<file path="config.mk">
export PLATFORM = sky130hd
export DESIGN_NAME = result_bcd_converter_flat
export DESIGN_NICKNAME = d
export VERILOG_FILES = /design/src/rtl/vga_disp_pkg.sv /design/src/rtl/result_bcd_converter_if.sv /design/src/rtl/result_bcd_converter_bcd_add3.sv /design/src/rtl/result_bcd_converter.sv /design/src/flat_wrapper.sv
export SDC_FILE = /design/constraint.sdc
export NUM_CORES = 1
export LEC_CHECK = 0
export BUFFER_PORTS_ARGS = -buffer_cell sky130_fd_sc_hd__buf_2
export CAP_MARGIN = 20
export CORE_UTILIZATION = 45
export CTS_CLUSTER_SIZE = 20
export DETAILED_ROUTE_END_ITERATION = 6
export PLACE_DENSITY = 0.7
export SLEW_MARGIN = 15
export SYNTH_ARGS = -nofsm -noshare
export SYNTH_HDL_FRONTEND = slang
export SYNTH_HIERARCHICAL = 1
export SYNTH_SLANG_ARGS = --single-unit
</file>
<file path="constraint.sdc">
create_clock -name clk -period 2.73 [get_ports clk]
set_input_delay 0.546 -clock clk [delete_from_list [all_inputs] [get_ports clk]]
set_output_delay 0.546 -clock clk [all_outputs]
set_load 0.02 [all_outputs]
</file>
<file path="src/rtl/vga_disp_pkg.sv">
// Shared constants and FSM encoding for the VGA result display path.
package vga_disp_pkg;
  localparam int         DIGIT_W    = 4;
  localparam logic [3:0] BLANK_CODE = 4'hF;
  localparam logic [3:0] BCD_NINE   = 4'h9;

  typedef enum logic [1:0] {
    IDLE  = 2'd0,
    SHIFT = 2'd1,
    HOLD  = 2'd2
  } conv_state_e;
endpackage

</file>
<file path="src/rtl/result_bcd_converter_if.sv">
// Word-in / digits-out bundle between the result source and the BCD converter.
interface result_bcd_converter_if #(
  parameter int BIN_W  = 16,
  parameter int DIGITS = 5
);
  logic                  in_valid;
  logic                  in_ready;
  logic [BIN_W-1:0]      in_data;
  logic                  vblank;
  logic [4*DIGITS-1:0]   bcd_out;
  logic                  ovf_out;
  logic                  frame_upd;

  modport master (
    output in_valid, in_data, vblank,
    input  in_ready, bcd_out, ovf_out, frame_upd
  );

  modport slave (
    input  in_valid, in_data, vblank,
    output in_ready, bcd_out, ovf_out, frame_upd
  );
endinterface

</file>
<file path="src/rtl/result_bcd_converter_bcd_add3.sv">
// Double-dabble digit correction: add 3 to any digit of 5 or more before the shift.
module bcd_add3 (
  input  logic [3:0] d,
  output logic [3:0] q
);
  assign q = (d >= 4'd5) ? d + 4'd3 : d;
endmodule

</file>
<file path="src/rtl/result_bcd_converter.sv">
// Sequential binary->BCD converter whose result is committed only on a vblank rising edge.
// Optional leading-zero blanking: define RESULT_BCD_LZ_BLANK_EN.
module result_bcd_converter
  import vga_disp_pkg::*;
#(
  parameter int BIN_W  = 16,
  parameter int DIGITS = 5
) (
  input logic                  clk,
  input logic                  reset,
  result_bcd_converter_if.slave bus
);
  localparam int BCD_W = DIGIT_W * DIGITS;
  localparam int CNT_W = $clog2(BIN_W + 1);

  conv_state_e        state, state_nx;
  logic [BIN_W-1:0]   bin_sh;
  logic [BCD_W-1:0]   bcd_sh, bcd_adj, commit_val;
  logic [CNT_W-1:0]   cnt;
  logic               ovf, vblank_q;
  logic [BCD_W-1:0]   bcd_q;
  logic               ovf_q, upd_q;
  logic               accept, vb_rise, commit;

  for (genvar g = 0; g < DIGITS; g++) begin : g_add3
    bcd_add3 u_add3 (
      .d(bcd_sh[g*DIGIT_W +: DIGIT_W]),
      .q(bcd_adj[g*DIGIT_W +: DIGIT_W])
    );
  end

  assign bus.in_ready  = (state == IDLE);
  assign bus.bcd_out   = bcd_q;
  assign bus.ovf_out   = ovf_q;
  assign bus.frame_upd = upd_q;

  assign accept  = bus.in_valid && (state == IDLE);
  assign vb_rise = bus.vblank && !vblank_q;
  assign commit  = (state == HOLD) && vb_rise;

`ifdef RESULT_BCD_LZ_BLANK_EN
  logic lead;
`endif

  always_comb begin
    commit_val = bcd_sh;
`ifdef RESULT_BCD_LZ_BLANK_EN
    lead = 1'b1;
`endif
    if (ovf) begin
      commit_val = {DIGITS{BCD_NINE}};
    end
`ifdef RESULT_BCD_LZ_BLANK_EN
    else begin
      // ones digit is never blanked so a value of 0 still shows '0'
      for (int i = DIGITS - 1; i >= 1; i--) begin
        if (lead && (bcd_sh[i*DIGIT_W +: DIGIT_W] == 4'd0))
          commit_val[i*DIGIT_W +: DIGIT_W] = BLANK_CODE;
        else
          lead = 1'b0;
      end
    end
`endif
  end

  always_comb begin
    state_nx = state;
    case (state)
      IDLE:    if (accept)          state_nx = SHIFT;
      SHIFT:   if (cnt == '0)       state_nx = HOLD;
      HOLD:    if (vb_rise)         state_nx = IDLE;
      default:                      state_nx = IDLE;
    endcase
  end

  always_ff @(posedge clk or posedge reset) begin
    if (reset) state <= IDLE;
    else       state <= state_nx;
  end

  always_ff @(posedge clk or posedge reset) begin
    if (reset) begin
      bin_sh   <= '0;
      bcd_sh   <= '0;
      cnt      <= '0;
      ovf      <= 1'b0;
      vblank_q <= 1'b0;
      bcd_q    <= '0;
      ovf_q    <= 1'b0;
      upd_q    <= 1'b0;
    end else begin
      vblank_q <= bus.vblank;
      upd_q    <= 1'b0;
      case (state)
        IDLE: if (accept) begin
          bin_sh <= bus.in_data;
          bcd_sh <= '0;
          ovf    <= 1'b0;
          cnt    <= CNT_W'(BIN_W - 1);
        end
        SHIFT: begin
          // the bit leaving the top digit means the value no longer fits
          {bcd_sh, bin_sh} <= {bcd_adj[BCD_W-2:0], bin_sh, 1'b0};
          ovf              <= ovf | bcd_adj[BCD_W-1];
          if (cnt != '0) cnt <= cnt - CNT_W'(1);
        end
        HOLD: if (commit) begin
          bcd_q <= commit_val;
          ovf_q <= ovf;
          upd_q <= 1'b1;
        end
        default: ;
      endcase
    end
  end
endmodule

</file>
<file path="src/flat_wrapper.sv">
// flat-port wrapper written by rule: the top's interface ports become plain ports
module result_bcd_converter_flat import vga_disp_pkg::*;
#(
  parameter int BIN_W  = 16,
  parameter int DIGITS = 5
)
  (clk, reset, bus_in_valid, bus_in_data, bus_vblank, bus_in_ready, bus_bcd_out, bus_ovf_out, bus_frame_upd);
  result_bcd_converter_if #(.BIN_W(BIN_W), .DIGITS(DIGITS)) bus_i ();
  input logic clk;
  input logic reset;
  input wire logic [$bits(bus_i.in_valid)-1:0] bus_in_valid;
  input wire logic [$bits(bus_i.in_data)-1:0] bus_in_data;
  input wire logic [$bits(bus_i.vblank)-1:0] bus_vblank;
  output wire logic [$bits(bus_i.in_ready)-1:0] bus_in_ready;
  output wire logic [$bits(bus_i.bcd_out)-1:0] bus_bcd_out;
  output wire logic [$bits(bus_i.ovf_out)-1:0] bus_ovf_out;
  output wire logic [$bits(bus_i.frame_upd)-1:0] bus_frame_upd;
  assign bus_i.in_valid = bus_in_valid;
  assign bus_i.in_data = bus_in_data;
  assign bus_i.vblank = bus_vblank;
  assign bus_in_ready = bus_i.in_ready;
  assign bus_bcd_out = bus_i.bcd_out;
  assign bus_ovf_out = bus_i.ovf_out;
  assign bus_frame_upd = bus_i.frame_upd;
  result_bcd_converter #(.BIN_W(BIN_W), .DIGITS(DIGITS)) u_core (.clk(clk), .reset(reset), .bus(bus_i));
endmodule
</file>
======== Word-level counts from Yosys, hierarchy flattened ========
Cells that the tools add are included.
W data, S select, Z words.
cells by class
  add/sub/neg operators ................... 6
  $lt $le $gt $ge ......................... 5
  equal/unequal tests ..................... 6
  multiplexer cells ....................... 21
  bitwise logic cells ..................... 1
  reductions and logical operators ........ 12
operators by type and width
  operator               count
  $mux W20               2
  $pmux W20 S2           1
  $pmux W16 S2           1
  $add A4 B2 Y4 const B  5
  $ge A4 B3 Y1 const B   5
  $mux W4                5
  $mux W16               1
  $mux W5                2
  $pmux W5 S2            1
  $ne A2 B1 Y1 const B   4
  $mux W2                3
  $pmux W2 S3            1
  $reduce_and A3 Y1      2
  $logic_not A5 Y1       1
  $reduce_bool A5 Y1     1
  $sub A5 B1 Y5 const B  1
  $reduce_and A2 Y1      2
  $logic_and A1 B1 Y1    3
  $mux W1                3
  $eq A2 B1 Y1 const B   1
  $eq A2 B2 Y1 const B   1
  $logic_not A2 Y1       1
  $pmux W1 S2            1
  $reduce_bool A2 Y1     1
  2 further kinds        2
storage, ports and cells
  flip-flop bits (word level) ............. 67
  input bits .............................. 20
  output and inout port bits .............. 23
  word-level logic and storage cells ...... 60

======== Longest topological paths before layout ========
  depth in word-level cells ............... 5
  gate-level depth with buffers ........... 8
  depth with buffers taken out ............ 8

======== Modules after synthesis ========
Netlist, hierarchy kept.
by module, submodules not included
  module                instances  cells each  area each (um2)  seq. area each (um2)
  result_bcd_converter  1          258         2768.9           1676.6
  bcd_add3              5          16          101.3            0.0

======== Worst setup path after synthesis ========
OpenSTA, ideal clock, no wires.
  path kind ............................... reg2out
  start point ............................. register u_core.state[0]
  end point ............................... output port bus_in_ready
  arrival ................................. 0.986 ns
  required time ........................... 2.184 ns
  path slack .............................. 1.198 ns
  cell stages (with the launch flop) ...... 4
  path buffers ............................ 2
  cells stage by stage .................... dfrtp_1 buf_4 clkbuf_1 nor2_1
on the way
  longest elaborated chain between the ends .. 1
RTL lines
  element                 RTL line                    source
  start, declared         result_bcd_converter.sv:16  conv_state_e state, state_nx;
  start signal, assigned  result_bcd_converter.sv:78  else state <= state_nx;
  $logic_not A2 Y1        result_bcd_converter.sv:32  assign bus.in_ready = (state == IDLE);
  end, declared           flat_wrapper.sv:14          output wire logic [$bits(bus_i.in_ready)-1:0] bus_in_ready;
No other way between the ends.

======== Final worst setup path ========
  start point ............................. register u_core.state[0]
  end point ............................... register u_core.cnt[3]
on the way
  longest elaborated chain between the ends .. 4
  elaborated cells between the ends (all ways) .. 8
  those cells by class .................... eq/ne: 3; mux: 1; reduce/logical: 4
RTL lines
  element                      RTL line                                                source
  $logic_not A2 Y1             result_bcd_converter.sv:37, result_bcd_converter.sv:94
  $logic_and A1 B1 Y1          result_bcd_converter.sv:37                              assign accept = bus.in_valid && (state == IDLE);
  $ne A2 B1 Y1 (no line)       -
  $reduce_and A3 Y1 (no line)  -
  end signal, assigned         result_bcd_converter.sv:99                              cnt <= CNT_W'(BIN_W - 1);
  end signal, assigned         result_bcd_converter.sv:105                             if (cnt != '0) cnt <= cnt - CNT_W'(1);
  end, declared                result_bcd_converter.sv:19                              logic [CNT_W-1:0] cnt;
Parallel ways exist; a longest one is shown, timed or not.
A chain may end at the register's enable or synchronous reset.

==> impl_metrics.csv <==
group,metric,value,unit
worst_setup_path,slowest_delay,0.68,ns
clock_network,hold_buffers,0,
yosys,avgSynthCellArea,9.69,µm²
sta,setup_viol,0,
sta,slew_viol_final,0,
yosys,netlist_instances,338,
place,gp_congestion,0.778,
die,start_util,0.474,
worst_setup_path,crit_buf_inv,0,
clock_network,clock_sinks,67,
sta,relSlewSlack,0.646,
final_layout,final_cell_count_no_fill,478,
yosys,synth_edf_count,0,
clock_network,clock_path_buffers,2,
worst_setup_path,crit_path_end_kind,"flop",
clock_network,clock_latency,0.35,ns
clock_network,numCtsBuffers,9,
run_status,status,"completed",
worst_setup_path,critPathTopFamily,"simple AND/OR/NAND/NOR gates",
sta,timing.final.crit_share,0.685,
worst_setup_path,cpMaxStageDelayCell,"dfrtp_1",
route,wl_per_cell,13.4,µm
clock_network,post_cts_buffers,0,
sta,rsz0062_at_grt,"false",
die,dieArea,0.00762,mm²
yosys,synth_cell_types,34,
final_layout,drive_above_1_share,0.186,
die,coreArea,0.00691,mm²
worst_setup_path,cp.required,2.99,ns
yosys,ys_seq_elements,67,
place,dp_cells,463,
yosys,synth_nets,369,
route,drt_iter0_drc,141,
yosys,synth_area,0.00328,mm²
global_routing,grt_pass1_vias,2312,
global_routing,track_usage,0.190,
clock_network,clockRootBuffer,"clkbuf_8",
worst_setup_path,crit_type,"flop to flop",
die,rows,30,
final_layout,fin_nets,409,
worst_setup_path,start_kind,"flop",
power_and_ir_drop,power.density,1130,mW/mm²
final_layout,nFillCells,652,
die,die_w,87.3,µm
sta,finalSetupTns,0,ns
yosys,synth_flop_cell,"dfrtp_1",
yosys,ys.warnings.count,6,
power_and_ir_drop,power_leakage,0.00201,µW
global_routing,antenna_found_initial,0,
clock_network,ctsResizeCount,0,
route,ant_nets,0,
power_and_ir_drop,power.total,4270,µW
global_routing,grt_max_degree,36,
route,wl,6400,µm
worst_setup_path,cp.arrival,2.13,ns
power_and_ir_drop,ir_drop,0.485,mV
sta,fmax,535,MHz
clock_network,htree_num_levels,3,
worst_setup_path,path_cells,"nor2b_4 > or4b_1 > o211ai_1",
yosys,async_flop_share,1.00,
sta,finalHoldViolations,0,
clock_network,cts_tree,"done",
sta,period_minus_slack,1.87,ns
place,port_buffers,42,
clock_network,cts.clk_slew.worst_paths,0.08,ns
sta,worstMarginPinSlew,0.530,ns
place,dp_hpwl,4270,µm
place,placedInstanceArea,0.00360,mm²
global_routing,overflow,0,
final_layout,final_util,0.548,
final_layout,syn_to_final_growth,15.5,%
final_layout,antenna_cells,0,
yosys,seq_area_frac_synth,0.512,
route,dr.pass1.iters,6,
final_layout,final_area,0.00378,mm²
job,drv_cap,0,
die,die_h,87.3,µm
route,drc_errors,0,
die,io_pins,43,
global_routing,grt_pass1_wl,10900,µm
route,vias_per_cell,5.08,
worst_hold_path,hold_path_class,"primary input to asynchronous set/reset pin",
sta,fin_skew,0.00960,ns
route,routed-via-count,2430,
worst_setup_path,worstPathMaxFanout,17,
## registers in the layout (all words and copies together), names as in the netlist
name,count
u_core/cnt,5
u_core/state,2
u_core/bus.frame_upd,1
u_core/bcd_sh,20
u_core/bus.bcd_out,20
u_core/ovf,1
u_core/bus.ovf_out,1
u_core/vblank_q,1
u_core/bin_sh,16
## per-layer routing
| metal | part of all wire | vias to the layer above | wire [µm] | track usage |
|---|---|---|---|---|
| met5 | 0 | - | 0 | 0 |
| met2 | 0.46 | 36 | 2960 | 0.296 |
| met4 | 0.017 | 0 | 111 | 0.0730 |
| met1 | 0.49 | 1162 | 3120 | 0.251 |
| li1 | - | 1223 | - | - |
| met3 | 0.032 | 9 | 202 | 0.0521 |
## logic make-up (layout without fill, tap and decap cells)
logic type | Yosys count | in the layout | share of synthesized area
AND/OR/NAND/NOR | 122 | 122 | 0.170
adder cells (fa/ha/maj) | 11 | 11 | 0.0420
AO/OA/AOI/OAI | 77 | 77 | 0.154
flip-flops | 67 | 67 | 0.512
XOR/XNOR | 5 | 5 | 0.0134
multiplexers | 21 | 21 | 0.0642
buffers and inverters | 35 | 79 | 0.0447
## placed cells by master, fill, tap and decap left out, types with 2 or more instances in the layout
cell type,Yosys,layout
a22o_1,20,20
buf_2,3,42
inv_2,1,2
xnor2_1,5,5
clkbuf_8,0,9
buf_12,0,2
dfrtp_1,67,67
nand2_1,80,80
o21ai_1,22,22
nor2b_1,5,4
a21oi_1,2,2
a21oi_2,5,5
inv_1,16,15
o21ai_0,21,21
buf_4,3,3
o21a_1,2,2
clkinv_2,0,2
nand3_1,10,10
mux2i_1,21,21
ha_1,11,11
clkinvlp_4,0,2
nor2_1,8,8
nand2b_1,10,10
## power by group
part           switching, µW  internal (µW)
clock network            374            413
registers                390           1370
logic                    892            832
## worst paths after layout
kind | depth (start not counted) | end | start | slack, ns
setup / recovery | 3 | u_core/cnt[3] | u_core/state[0] | 0.86
hold / removal | 3 | u_core/bus.bcd_out[0] | reset | 0.28
setup reg to reg | 3 | u_core/cnt[3] | u_core/state[0] | 0.86
hold reg to reg | 2 | u_core/bus.bcd_out[18] | u_core/bus.bcd_out[18] | 0.46
max in group asynchronous | 3 | u_core/bus.bcd_out[17] | reset | 2.13
min in group clk | 1 | u_core/vblank_q | bus_vblank | 0.34
## worst register-to-register path, stage by stage, from the launching register on
cell      delay [ns]
dfrtp_1         0.68
nor2b_4         0.53
or4b_1          0.48
o211ai_1        0.09
## area by class of cell
class / count / area, µm² / share of cell area
Sequential cell: 67 / 1680 / 0.443
Timing Repair Buffer: 47 / 273 / 0.0721
Inverter: 17 / 63.8 / 0.0169
Clock buffer: 10 / 128 / 0.0337
Multi-Input combinational cell: 236 / 1470 / 0.388
Tap cell: 96 / 120 / 0.0317
Clock inverter: 5 / 55.1 / 0.0146
## synthesized netlist by cell type, drive strengths merged (6+ instances only)
| cell type | number | share of area |
|---|---|---|
| nand2b | 10 | 0.019 |
| ha | 11 | 0.042 |
| nand2 | 80 | 0.092 |
| a22o | 20 | 0.053 |
| mux2i | 21 | 0.064 |
| nor2 | 8 | 0.0092 |
| a21oi | 7 | 0.016 |
| nand3 | 10 | 0.015 |
| o21ai | 43 | 0.066 |
| dfrtp | 67 | 0.51 |
| buf | 6 | 0.011 |
| inv | 17 | 0.019 |
| clkbuf | 12 | 0.014 |
## per-stage QoR
step / hold slack, ns / setup WS [ns]
finish: 0.284 / 0.860
global route: 0.314 / 0.698
CTS: 0.294 / 0.860
detailed placement: 0.451 / 0.886
global placement: 0.445 / 0.919
floorplan: 0.455 / 0.501
(Power assumes the default switching activity.)
